File: src/rtl/fetch_pkg.sv
// fetch_pkg: shared constants and state encodings for the fetch sequencer.
package fetch_pkg;

    localparam int unsigned BYTES_PER_WORD  = 4;
    localparam logic [7:0]  NUL_CHAR        = 8'h00;

    // Upper bound on MAX_WORDS; sizes the word counter and the WORD_CNT port.
    localparam int unsigned MAX_WORDS_LIMIT = 4096;
    localparam int unsigned WORD_CNT_WIDTH  = $clog2(MAX_WORDS_LIMIT) + 1;

    // Sequencer state encodings (kept as plain constants for legacy tools).
    localparam logic [2:0] IDLE   = 3'd0;
    localparam logic [2:0] REQ    = 3'd1;
    localparam logic [2:0] WAIT   = 3'd2;
    localparam logic [2:0] UNPACK = 3'd3;
    localparam logic [2:0] DONE   = 3'd4;
    localparam logic [2:0] DRAIN  = 3'd5;

endpackage

File: src/rtl/fetch_seq_word_unpack.sv
// word_unpack: holds one fetched word and presents it byte by byte,
// little-endian, flagging NUL bytes and the last byte of the word.
module word_unpack
    import fetch_pkg::*;
#(
    parameter int unsigned DATA_WIDTH = 32
) (
    input  logic                  clk_i,
    input  logic                  rst_i,
    input  logic                  load_i,
    input  logic                  advance_i,
    input  logic [DATA_WIDTH-1:0] word_i,
    output logic [7:0]            byte_out_o,
    output logic                  is_nul_o,
    output logic                  last_o
);

    logic [DATA_WIDTH-1:0] word_q;
    logic [1:0]            idx_q;

    // Word buffer and byte index: load restarts at byte 0, advance steps on.
    always_ff @(posedge clk_i) begin
        if (rst_i) begin
            word_q <= '0;
            idx_q  <= '0;
        end else if (load_i) begin
            word_q <= word_i;
            idx_q  <= '0;
        end else if (advance_i) begin
            idx_q  <= idx_q + 2'd1;
        end
    end

    // Byte mux and per-byte flags.
    always_comb begin
        byte_out_o = word_q[{idx_q, 3'b000} +: 8];
        is_nul_o   = (byte_out_o == NUL_CHAR);
        last_o     = (idx_q == 2'(BYTES_PER_WORD - 1));
    end

endmodule

File: src/rtl/fetch_seq.sv
// fetch_seq: fetches a NUL-terminated byte stream from word memory and
// pushes it, one byte per handshake, into the lexer FIFO.
module fetch_seq
    import fetch_pkg::*;
#(
    parameter int unsigned ADDR_WIDTH = 32,
    parameter int unsigned DATA_WIDTH = 32,
    parameter int unsigned MAX_WORDS  = 4096
) (
    input  logic                      CCLK,
    input  logic                      CRST,
    input  logic                      CEXEC,
    input  logic [ADDR_WIDTH-1:0]     START_ADDR,
    output logic [ADDR_WIDTH-1:0]     I_ADDR,
    output logic                      I_VALID,
    input  logic                      MEM_WAIT,
    input  logic                      O_VALID,
    input  logic [DATA_WIDTH-1:0]     O_DATA,
    output logic                      BYTE_VALID,
    output logic [7:0]                BYTE_DATA,
    input  logic                      BYTE_READY,
    output logic                      CSTAT,
    output logic [WORD_CNT_WIDTH-1:0] WORD_CNT
);

    localparam logic [WORD_CNT_WIDTH-1:0] WCNT_LIMIT = WORD_CNT_WIDTH'(MAX_WORDS);
    localparam logic [ADDR_WIDTH-1:0]     ALIGN_MASK = ~ADDR_WIDTH'(BYTES_PER_WORD - 1);

    logic [2:0]                state_q, state_d;
    logic [ADDR_WIDTH-1:0]     base_q, base_d;
    logic [WORD_CNT_WIDTH-1:0] wcnt_q, wcnt_d, wcnt_inc;

    logic       accept;
    logic       load, advance;
    logic       is_nul, last;
    logic [7:0] cur_byte;

    word_unpack #(
        .DATA_WIDTH (DATA_WIDTH)
    ) u_unpack (
        .clk_i      (CCLK),
        .rst_i      (CRST),
        .load_i     (load),
        .advance_i  (advance),
        .word_i     (O_DATA),
        .byte_out_o (cur_byte),
        .is_nul_o   (is_nul),
        .last_o     (last)
    );

    assign accept   = (state_q == REQ) && !MEM_WAIT;
    assign wcnt_inc = wcnt_q + WORD_CNT_WIDTH'(1);

    // Next-state logic: run sequencing, abort handling and word counting.
    always_comb begin
        state_d = state_q;
        base_d  = base_q;
        wcnt_d  = wcnt_q;
        load    = 1'b0;
        advance = 1'b0;
        case (state_q)
            IDLE: begin
                if (CEXEC) begin
                    base_d  = START_ADDR & ALIGN_MASK;
                    wcnt_d  = '0;
                    state_d = REQ;
                end
            end
            REQ: begin
                // An accepted request always owes one response, so an abort
                // on the accepting cycle must still drain it.
                if (accept) begin
                    state_d = CEXEC ? WAIT : DRAIN;
                end else if (!CEXEC) begin
                    state_d = IDLE;
                end
            end
            WAIT: begin
                if (!CEXEC) begin
                    state_d = O_VALID ? IDLE : DRAIN;
                end else if (O_VALID) begin
                    load    = 1'b1;
                    state_d = UNPACK;
                end
            end
            UNPACK: begin
                if (!CEXEC) begin
                    state_d = IDLE;
                end else if (is_nul) begin
                    state_d = DONE;
                end else if (BYTE_READY) begin
                    if (last) begin
                        wcnt_d  = wcnt_inc;
                        state_d = (wcnt_inc == WCNT_LIMIT) ? DONE : REQ;
                    end else begin
                        advance = 1'b1;
                    end
                end
            end
            DONE: begin
                if (!CEXEC) begin
                    state_d = IDLE;
                end
            end
            DRAIN: begin
                if (O_VALID) begin
                    state_d = IDLE;
                end
            end
            default: state_d = IDLE;
        endcase
        // IDLE presents reset-like outputs, including a zero word count.
        if (state_d == IDLE) begin
            wcnt_d = '0;
        end
    end

    // State, base address and word counter registers.
    always_ff @(posedge CCLK) begin
        if (CRST) begin
            state_q <= IDLE;
            base_q  <= '0;
            wcnt_q  <= '0;
        end else begin
            state_q <= state_d;
            base_q  <= base_d;
            wcnt_q  <= wcnt_d;
        end
    end

    // Outputs decoded from the registered state; address wraps modulo 2^ADDR_WIDTH.
    always_comb begin
        I_VALID    = (state_q == REQ);
        I_ADDR     = I_VALID ? (base_q + ADDR_WIDTH'({wcnt_q, 2'b00})) : '0;
        BYTE_VALID = (state_q == UNPACK) && !is_nul;
        BYTE_DATA  = BYTE_VALID ? cur_byte : '0;
        CSTAT      = (state_q == DONE);
        WORD_CNT   = wcnt_q;
    end

endmodule
File: config.mk
export PLATFORM = sky130hd
export DESIGN_NAME = fetch_seq
export DESIGN_NICKNAME = d
export VERILOG_FILES = /design/src/rtl/fetch_pkg.sv /design/src/rtl/fetch_seq_word_unpack.sv /design/src/rtl/fetch_seq.sv
export SDC_FILE = /design/constraint.sdc
export NUM_CORES = 1
export LEC_CHECK = 0
export BUFFER_PORTS_ARGS = -buffer_cell sky130_fd_sc_hd__buf_2
export CORE_MARGIN = 2
export CORE_UTILIZATION = 53
export CTS_BUF_LIST = sky130_fd_sc_hd__clkbuf_4 sky130_fd_sc_hd__clkbuf_8 sky130_fd_sc_hd__clkbuf_16
export DETAILED_ROUTE_END_ITERATION = 6
export HOLD_SLACK_MARGIN = 0.03
export PLACE_DENSITY = 0.77
export SYNTH_ARGS = -nofsm -noshare
export SYNTH_HDL_FRONTEND = slang
export SYNTH_SLANG_ARGS = --single-unit
File: constraint.sdc
create_clock -name CCLK -period 2.8 [get_ports CCLK]
set_input_delay 0 -clock CCLK [delete_from_list [all_inputs] [get_ports CCLK]]
set_output_delay 0 -clock CCLK [all_outputs]
set_load 0.02 [all_outputs]
# == Yosys cells after proc, flatten, opt, wreduce, memory -nomap -nowiden ==
# Cells that the tools add are included.
# classes
add_sub_neg,3
eq_ne,12
shifts,1
n_mux,30
n_reduce_logical,12
# op_table
operator,n
$mux 13,5
$mux 3,13
$add 32x15->32,1
$mux 32,1
$shiftx 32x6->8,1
$pmux 13 s2,1
$pmux 3 s6,1
$add 13x1->13 const B,1
$eq 13x13->1 const B,1
$ne 2x2->1 const B,5
$logic_not 8->1,1
$mux 1,8
$mux 8,1
$eq 3x2->1 const B,2
$eq 3x3->1 const B,2
$logic_not 3->1,2
$reduce_and 6->1,1
$reduce_or 2->1,2
$eq 3x1->1 const B,1
$add 2x1->2 const B,1
$eq 2x2->1 const B,1
$logic_and 1x1->1,2
$logic_not 1->1,2
$reduce_and 2->1,1
$reduce_bool 2->1,1
# word_totals
register_bits,80
input_bits,70
output_inout_bits,56
wordCells,63

# == Logic depth before layout (Yosys ltp) ==
# Gate-level depths: netlist of the first run.
# logic_depth
ltp_word,10
ltp_mapped,9

# == Modules after synthesis ==
# Synthesis of the first run repeated with hierarchy kept, for this count alone.
# hier_totals
cells_unflattened,607
hier_area_um2,4907.2
# modules_own_cells
mod,instances,cells_each,area_each_um2,seq_area_each_um2
fetch_seq,1,483,3493.4,920.9
word_unpack,1,124,1413.9,680.7

# == Worst setup path after synthesis of the first run ==
# Ideal clock, no wire load.
# synth_timing
kind,register to output
from,"register wcnt_q[0], in the netlist WORD_CNT[0]"
to,output port I_ADDR[24]
arrival_ns,2.710
path_slack_ns,0.090
stages_incl_launch_ff,10
path_cell_list,dfxtp_1 ha_1 fa_1 a21o_1 nand4_1 and4b_1 o32ai_2 o21ai_1 or3_1 a21oi_1
# synth_via
elab_chain_cells,2
# synth_rtl
item,line_no,source
"start, declared",fetch_seq.sv:31,"logic [WORD_CNT_WIDTH-1:0] wcnt_q, wcnt_d, wcnt_inc;"
"start signal, assigned",fetch_seq.sv:127,wcnt_q <= wcnt_d;
$add 32x15->32,fetch_seq.sv:134,"I_ADDR = I_VALID ? (base_q + ADDR_WIDTH'({wcnt_q, 2'b00})) : '0;"
$mux 32,fetch_seq.sv:134,
"end, declared",fetch_seq.sv:14,"output logic [ADDR_WIDTH-1:0] I_ADDR,"
# No other way between the ends.

# == Final worst setup path of the first run ==
# layout_timing
from,"register wcnt_q[12], in the netlist WORD_CNT[12]"
to,output port I_ADDR[24]
# Same word-level chain as after synthesis.

==> results of run 1 <==
==> what timing repair did <==
action / in CTS / in global routing
hold buffers: 64 / 0
hold endpoints to repair: 63 / 0
pin swaps: 2 / 18
gates resized for setup: 9 / 49
gates cloned: 0 / 1
endpoints found under the setup margin: 10 / 30
buffers inserted: 3 / 4
==> worst register-to-register path: cells and delay by family, from the launching register on <==
| kind | cells | cell delay (ps) |
|---|---|---|
| AOI/OAI and AO/OA | 4 | 940 |
| adders and majority gates | 1 | 220 |
| buffers and inverters | 2 | 330 |
| DFF | 1 | 360 |
| and+or+nand+nor | 3 | 630 |
==> logic make-up (layout without fill, tap and decap cells) <==
group / count (synthesis) / count (layout) / synth area share
AOI/OAI and AO/OA: 151 / 152 / 0.198
xor gates and xnor gates: 21 / 21 / 0.0397
adders and majority gates: 16 / 16 / 0.0448
buffers and inverters: 43 / 239 / 0.0410
DFF: 80 / 80 / 0.345
muxes: 11 / 11 / 0.0478
other: 1 / 3 / 0.000809
and+or+nand+nor: 279 / 279 / 0.283
==> state kept, by name (all words and copies together), names as in the netlist <==
register / cells
u_unpack.word_q: 32
state_q: 3
u_unpack.idx_q: 2
base_q: 30
WORD_CNT: 13
==> how the worst max path moves through the flow <==
| stage | endpoint | cells past startpoint | slack [ps] | start |
|---|---|---|---|---|
| 2_1_floorplan | I_ADDR[24] | 9 | 90 | WORD_CNT[0] |
| 3_3_place_gp | I_ADDR[26] | 10 | 180 | WORD_CNT[0] |
| 3_5_place_dp | WORD_CNT[4] | 9 | 130 | WORD_CNT[1] |
| 4_1_cts | I_ADDR[27] | 10 | -5 | WORD_CNT[3] |
| 5_1_grt | I_ADDR[24] | 8 | -110 | WORD_CNT[12] |
| 6_report | I_ADDR[24] | 8 | -60 | WORD_CNT[12] |
==> synth_stat cells, drive strengths merged (2+ instances only) <==
cell	number	area (um2)
nand2	151	567
a21oi	94	512
dfxtp	80	1600
nor2	42	165
clkbuf	29	109
o21ai	22	114
and3	19	119
ha	15	188
nor3	14	81.3
xnor2	11	96.3
nand3	10	50.1
or3	10	62.6
xor2	10	87.6
mux4	8	191
buf	7	55.1
inv	7	26.3
a21o	6	45.0
nor4	6	67.6
nand4	5	31.3
a211oi	3	22.5
mux2i	3	30.0
nand3b	3	22.5
nor2b	3	18.8
nor4b	3	26.3
o21a	3	22.5
o21bai	3	22.5
or2	3	18.8
a21boi	2	15.0
a32o	2	20.0
and4	2	17.5
nand2b	2	12.5
nand4b	2	17.5
o2111ai	2	17.5
==> final cells by class <==
cell class | instances | area share
Inverter | 7 | 0.00398
Tap cell | 108 | 0.0205
Clock inverter | 7 | 0.0106
Sequential cell | 80 | 0.244
Multi-Input combinational cell | 481 | 0.471
Timing Repair Buffer | 216 | 0.230
Antenna cell | 1 | 0.000379
Clock buffer | 9 | 0.0188
==> metal layers <==
layer / wire length [um] / up-vias / global-route usage / share of wire
met4: 595 / 0 / 0.155 / 0.039
met1: 6120 / 2502 / 0.363 / 0.40
met5: 0 / - / 0 / 0
li1: - / 2485 / - / -
met2: 7800 / 256 / 0.512 / 0.51
met3: 834 / 52 / 0.0345 / 0.054
==> power breakdown <==
| group | internal (mW) | switching, mW | leakage (nW) |
|---|---|---|---|
| logic | 0.187 | 0.208 | 1.97 |
| clock network | 0.354 | 0.510 | 0.0981 |
| registers | 1.17 | 0.0366 | 0.653 |
==> metrics.txt, run 1 <==
final core occ 0.768; Clock Path Buffers 2; max_slew headroom 0.459; fillers 589; post-route minimum period 2860 ps; post-layout power 2.47 mW; die area 0.00951 mm2; PwrDens 374 mW/mm2; placed insts 820; DR pass1 iterations 5; fmax 0.350 GHz; CP endpoint kind output pin; cell mode on critical path or3_1; initial antenna violation count 1; Boundary Pins 126; Crit path buffers/inverters 2; status complete, but fails checks; worst clock skew 7.47 ps; Post-Synthesis Cells 602; clock slew at reported path FFs 100 ps; worst min path class in -> reg; period utilisation layout 1.02; Top delay family on crit path simple AND/OR/NAND/NOR gates; final slew viol count 0; Area after DPL 0.00542 mm2; Setup CP Type reg -> out; critical path launch point type flop; grt ovf 0; via count 5295; largest net degree at the start of global routing 65; Crit path required time 2800 ps; Slowest-stage cell, CP or3_1; commonest cells after routing, fill and taps aside nand2_1, buf_2, a21oi_1, dfxtp_1, dlygate4sd3_1; I/O Buffers 121; Vert. Die Dim 97.5 um; maximum VDD drop 0.000295 V; Area Growth Syn to Fin 42.3%; post-layout instance area 0.00660 mm2; Hold EP state_q[2]; Post-Place Worst Slack 129 ps; final wirelength 15300 um; final setup TNS -117 ps; failing checks setup timing; CP cell instances ha_1, inv_1, or3_1, o32ai_4, o21ai_4, or3_1, a21oi_2, buf_6; row count 34; half-perimeter wire length after placement 9080 um; FF-to-FF End WORD_CNT[2]; RSZ-0062 raised after global routing true; clock sinks 80; Core Region 0.00859 mm2; sequential area share after synthesis 0.345; min setup slack post-route -56.3 ps; starting density of the core 0.540; endpoints failing hold 0; Final #Nets 881; most common cell after layout, fill and taps aside nand2_1; transition time of the tightest slew-check pin 810 ps; Min-Delay Startpoint CEXEC; Mapped Area 0.00464 mm2; Worst R2R Path Depth 10; Worst EP arrival 2860 ps; H-tree depth 3; area of the multi-input gates 0.00311 mm2; final std cells w/o fill 909; RD Place Congestion 0.929; Wirelength per Cell 16.9 um; final setup fails 4; Async SR Flop Fraction 0; Root Buffer clkbuf_8; CTS tree done; LEAKAGE 2.72 nW; FF+latch area 0.00161 mm2; Critical Path Max Stage Delay 430 ps; RR Startpoint WORD_CNT[0]; vias in the first global route 5077; DR iter-0 viols 375; Remaining DRCs 0; predominant post-synthesis flop cell dfxtp_1; distinct cell type count after synthesis 64; Synth Register Bits 80; max-cap viol count 0; hold path depth 4; antenna-violating nets left 0; DR vias/cell 5.83; Post-synth EDFFs 0; fraction of layout cells with a size suffix above 1 0.294; Hold WS 93.7 ps; CP max FO 6; TritonCTS Buffers 9; worst skew pair latency 360 ps; die width 97.5 um; Mean Syn Cell Area 7.70 um2; synth warn 0; GRT Total Usage 0.297; first-pass GRT wire length 23400 um; r2r setup slk 190 ps
(Power assumes the default switching activity.)
==> inputs of run 2 (changes only) <==
Settings changed: MAX_ROUTING_LAYER set to met4.
==> run 2 against run 1 <==
  * The flow now finishes without violations
  * Routed wire length shrank 3.8%
  * Critical path depth up 3
  * Via count is 0.55% lower
  * Largest power group unchanged
==> metrics.txt, run 2 (same netlist as run 1, synthesis figures left out) <==
worst min path class in -> reg (unchanged); DR iter-0 viols 306 (was 375); max reg flops 32 (unchanged); min setup slack post-route 27.5 ps (was -56.3 ps); Remaining DRCs 0 (unchanged); antenna-violating nets left 0 (unchanged); Root Buffer clkbuf_8 (unchanged); TritonCTS Buffers 9 (unchanged); hold path depth 4 (unchanged); Vert. Die Dim 97.5 um (unchanged); row count 34 (unchanged); Clk network pwr share 0.340 (was 0.350); starting density of the core 0.540 (unchanged); critical path launch point type flop (unchanged); transition time of the tightest slew-check pin 729 ps (was 810 ps); via count 5266 (was 5295); worst clock skew 10.6 ps (was 7.47 ps); first-pass GRT wire length 23600 um (was 23400 um); endpoints failing hold 0 (unchanged); H-tree depth 3 (unchanged); Largest Register u_unpack.word_q (unchanged); Wirelength per Cell 16.3 um (was 16.9 um); P_int 1.70 mW (was 1.71 mW); Net Switching 0.725 mW (was 0.755 mW); Hold WS 109 ps (was 93.7 ps); Worst R2R Path Depth 10 (unchanged); LEAKAGE 2.67 nW (was 2.72 nW); CP endpoint kind output pin (unchanged); Area Growth Syn to Fin 40.9% (was 42.3%); fraction of layout cells with a size suffix above 1 0.287 (was 0.294); final setup TNS 0 ps (was -117 ps); clock sinks 80 (unchanged); DR pass1 iterations 5 (unchanged); Post-Place Worst Slack 110 ps (was 129 ps); final std cells w/o fill 905 (was 909); Worst EP arrival 2770 ps (was 2860 ps); PwrDens 371 mW/mm2 (was 374 mW/mm2); Sw Share 0.299 (was 0.306); die width 97.5 um (unchanged); Boundary Pins 126 (unchanged); CTS tree done (unchanged); clock slew at reported path FFs 100 ps (about the same); worst skew pair latency 360 ps (about the same); Setup CP Type reg -> out (unchanged); status complete, no violations (was complete, but fails checks); Crit path required time 2800 ps (about the same); grt ovf 0 (unchanged); post-layout power 2.42 mW (was 2.47 mW); max-cap viol count 0 (unchanged); half-perimeter wire length after placement 9120 um (was 9080 um); final slew viol count 0 (unchanged); post-route minimum period 2770 ps (was 2860 ps); final setup fails 0 (was 4); GRT Total Usage 0.307 (was 0.297); I/O Buffers 121 (unchanged); initial antenna violation count 0 (was 1); commonest cells after routing, fill and taps aside nand2_1, buf_2, a21oi_1, dfxtp_1, dlygate4sd3_1 (unchanged); Core Region 0.00859 mm2 (unchanged); CP max FO 5 (was 6); vias in the first global route 5132 (was 5077); placed insts 820 (unchanged); DR vias/cell 5.82 (was 5.83); fmax 0.361 GHz (was 0.350 GHz); Final #Nets 878 (was 881); period utilisation layout 0.990 (was 1.02); RD Place Congestion 0.924 (was 0.929); diode count 0 (was 1); most common cell after layout, fill and taps aside nand2_1 (unchanged); Combinational Power Share 0.162 (was 0.160); max_slew headroom 0.513 (was 0.459); Clock Path Buffers 2 (unchanged); Seq pwr share 0.498 (was 0.489); die area 0.00951 mm2 (unchanged); RSZ-0062 raised after global routing true (unchanged); maximum VDD drop 0.000250 V (was 0.000295 V); final wirelength 14800 um (was 15300 um); largest net degree at the start of global routing 65 (unchanged)
-- run 2: changes by cell type in the layout (fill, tap and decap cells not counted), sizes merged --
cell / before / now
clkinv: 0 / 2
clkinvlp: 1 / 2
buf: 152 / 149
inv: 13 / 10
diode: 1 / 0
-- run 2: per-stage QoR --
| step | utilization | cell area, um2 |
|---|---|---|
| 3_5_place_dp | 0.630 | 5420 |
| 3_3_place_gp | 0.630 | 5420 |
| 5_1_grt | 0.760 | 6530 |
| 4_1_cts | 0.734 | 6300 |
| 2_1_floorplan | - | 4640 |
| 6_report | 0.760 | 6530 |
-- run 2: final timing paths --
path | startpoint | endpoint | slack [ps]
worst max-delay path | base_q[2] | I_ADDR[30] | 30
worst min-delay path | CEXEC | state_q[2] | 110
worst max register to register | WORD_CNT[0] | WORD_CNT[4] | 200
worst min register to register | u_unpack.word_q[19] | u_unpack.word_q[19] | 460
-- run 2: power by group through the flow --
stage          Clock, mW  Sequential (mW)  Combinational, mW
6_report           0.822             1.21              0.392
5_1_grt            0.882             1.21              0.426
4_1_cts            0.836             1.20              0.368
3_5_place_dp           0             1.23              0.297
3_3_place_gp           0             1.23              0.289
2_1_floorplan          0             1.22              0.190
-- run 2: repair_timing --
action	4_1_cts	5_1_grt
setup endpoints to repair	15	22
buffers inserted	1	3
resized for setup	9	47
endpoints found under the hold margin	63	0
pin swaps	2	21
hold buffers	64	0
cloned	0	1
-- run 2: final cells by class --
cell class                 count  area [um2]
clock inverter                 7        63.8
timing repair buffer         213        1500
sequential                    80        1610
clock buffer                   9         124
fill                         582        2060
inverter                       7        26.3
tap                          108         135
multi-input combinational    481        3080
-- run 2: metal layers --
| metal | track usage | share of wire |
|---|---|---|
| met1 | 0.369 | 0.40 |
| met2 | 0.517 | 0.50 |
| met3 | 0.0403 | 0.071 |
| met4 | 0.134 | 0.033 |
| met5 | - | 0 |
-- run 2: critical path, cell delays in order, from the launching register on --
cell     delay [ps]
dfxtp_2         340
ha_4            170
fa_2            390
a21o_1          210
nand4_1          90
and4b_2         270
o32ai_4         130
buf_4           180
o21ai_4         200
o21ai_1         120
a21oi_2         140
buf_4           170
==> inputs of run 3 (changes only) <==
Settings changed: CORE_UTILIZATION 53 to 48, PLACE_DENSITY 0.77 to 0.73.
Clock period 2.8 ns to 2.4 ns, I/O delays scaled along.
==> run 3 against run 2 <==
  * The run now ends with setup timing left
  * Critical path depth did not move
  * Global-route usage is 0.14 points higher
  * First-iteration DRC count up 15%
  * Hold slack gained 4.4 ps
  * Critical endpoint is now I_ADDR[26]
  * Clock power increased by 28%
  * Design area rose by 12%
==> metrics.txt, run 3 (same netlist as run 1, synthesis figures left out) <==
status complete, but fails checks (was complete, no violations); failing checks setup timing; TritonCTS Buffers 9 (unchanged); FF+latch area 0.00163 mm2 (was 0.00161 mm2); max reg flops 32 (unchanged); DR pass1 iterations 5 (unchanged); Area Growth Syn to Fin 57.1% (was 40.9%); max_slew headroom 0.279 (was 0.513); transition time of the tightest slew-check pin 1080 ps (was 729 ps); GRT Total Usage 0.308 (was 0.307); grt ovf 0 (unchanged); Slowest-stage cell, CP fa_2 (unchanged); die width 102 um (was 97.5 um); clock sinks 80 (unchanged); DR vias/cell 5.66 (was 5.82); Final #Nets 909 (was 878); final setup TNS -5110 ps (was 0 ps); DR iter-0 viols 352 (was 306); Wirelength per Cell 16.7 um (was 16.3 um); post-layout power 2.97 mW (was 2.42 mW); Core Region 0.00933 mm2 (was 0.00859 mm2); initial antenna violation count 0 (unchanged); Crit path required time 2400 ps (was 2800 ps); die area 0.0105 mm2 (was 0.00951 mm2); row count 35 (was 34); max-cap viol count 0 (unchanged); final core occ 0.781 (was 0.760); CP cell instances ha_4, fa_2, a21o_1, nand4_1, and4b_2, o32ai_4, buf_6, o21ai_4, o21ai_0, a21oi_4, buf_6 (was ha_4, fa_2, a21o_1, nand4_1, and4b_2, o32ai_4, buf_4, o21ai_4, o21ai_1, a21oi_2, buf_4); CP max FO 5 (unchanged); period utilisation layout 1.15; Worst EP arrival 2770 ps (about the same); LEAKAGE 2.97 nW (was 2.67 nW); Largest Register u_unpack.word_q (unchanged); vias in the first global route 5192 (was 5132); starting density of the core 0.497 (was 0.540); Setup CP Type reg -> out (unchanged); CP endpoint kind output pin (unchanged); Boundary Pins 126 (unchanged); maximum VDD drop 0.000307 V (was 0.000250 V); Min-Delay Startpoint CEXEC (unchanged); clock slew at reported path FFs 100 ps (about the same); Worst R2R Path Depth 8 (was 10); Hold WS 114 ps (was 109 ps); most common cell after layout, fill and taps aside nand2_1 (unchanged); worst clock skew 10.6 ps (about the same); Critical Path Max Stage Delay 360 ps (was 390 ps); fillers 601 (was 582); worst skew pair latency 370 ps (was 360 ps); largest net degree at the start of global routing 65 (unchanged); antenna-violating nets left 0 (unchanged); RR Startpoint u_unpack.idx_q[0] (was WORD_CNT[0]); Remaining DRCs 0 (unchanged); half-perimeter wire length after placement 9600 um (was 9120 um); endpoints failing hold 0 (unchanged); commonest cells after routing, fill and taps aside nand2_1, buf_2, a21oi_1, dfxtp_1, dlygate4sd3_1 (unchanged); fraction of layout cells with a size suffix above 1 0.373 (was 0.287); area of the multi-input gates 0.00345 mm2 (was 0.00308 mm2); crit path launch base_q[2] (unchanged); PwrDens 408 mW/mm2 (was 371 mW/mm2); hold path depth 4 (unchanged); worst min path class in -> reg (unchanged); via count 5421 (was 5266); CTS tree done (unchanged); final wirelength 16000 um (was 14800 um); first-pass GRT wire length 24600 um (was 23600 um); H-tree depth 3 (unchanged); Post-Place Worst Slack -50.3 ps (was 110 ps); RSZ-0062 raised after global routing true (unchanged); min setup slack post-route -371 ps (was 27.5 ps); cell mode on critical path buf_6 (was buf_4); RD Place Congestion 0.922 (was 0.924); final slew viol count 0 (unchanged); Vert. Die Dim 102 um (was 97.5 um); Clock Path Buffers 2 (unchanged); fmax 0.361 GHz; I/O Buffers 121 (unchanged); Root Buffer clkbuf_8 (unchanged); post-route minimum period 2770 ps; critical path launch point type flop (unchanged); final setup fails 33 (was 0)
## run 3: cell count changes in the layout (fill, tap and decap cells not counted), moves of 5 or more
cell / previous run / this run
buf_4: 30 / 63
dfxtp_2: 4 / 9
ha_1: 9 / 3
dfxtp_1: 76 / 67
ha_4: 5 / 11
buf_2: 115 / 104
a21oi_4: 1 / 6
buf_6: 3 / 9
## run 3: worst max-delay path: cells and delay by family, from the launching register on
family                     cells  cell delay, ps
DFF                            1             350
and+or+nand+nor                2             400
buffers and inverters          2             280
adders and majority gates      2             520
AOI/OAI and AO/OA              5             850
## run 3: layout make-up
cell class                 instances  share of cell area
tap                              129              0.0222
clock inverter                     7              0.0108
sequential                        80               0.223
inverter                           7             0.00361
clock buffer                       9              0.0170
timing repair buffer             244               0.249
multi-input combinational        481               0.473
antenna                            1            0.000344
## run 3: timing repair
action / 4_1_cts / 5_1_grt
pin swaps: 42 / 35
hold buffers: 64 / 0
setup endpoints to repair: 35 / 34
setup buffers: 5 / 7
resized for setup: 96 / 38
gates cloned: 1 / 1
endpoints found under the hold margin: 63 / 0
## run 3: layer usage
| layer | share of wire | vias to the layer above | global-route usage |
|---|---|---|---|
| met5 | 0 | - | - |
| met4 | 0.031 | 0 | 0.131 |
| met3 | 0.070 | 56 | 0.0602 |
| met2 | 0.51 | 273 | 0.505 |
| met1 | 0.39 | 2541 | 0.371 |
| li1 | - | 2551 | - |
## run 3: worst paths after layout
check / endpoint / slack, ps
hold reg to reg: u_unpack.word_q[12] / 460
hold / removal: state_q[2] / 110
setup / recovery: I_ADDR[26] / -370
setup reg to reg: WORD_CNT[6] / -90
## run 3: report_power, final
group          leakage, nW  total, mW  internal (mW)  switching [mW]
Sequential           0.657       1.40           1.36          0.0432
Combinational         2.22      0.510          0.247           0.264
Clock               0.0982       1.05          0.493           0.562
Total                 2.97       2.97           2.10           0.868
## run 3: metrics by stage
step	cells	cell area [um2]
final	958	7280
after global placement	864	5710
after global routing	957	7280
after floorplan	603	4730
after CTS	950	7050
after detailed placement	864	5710
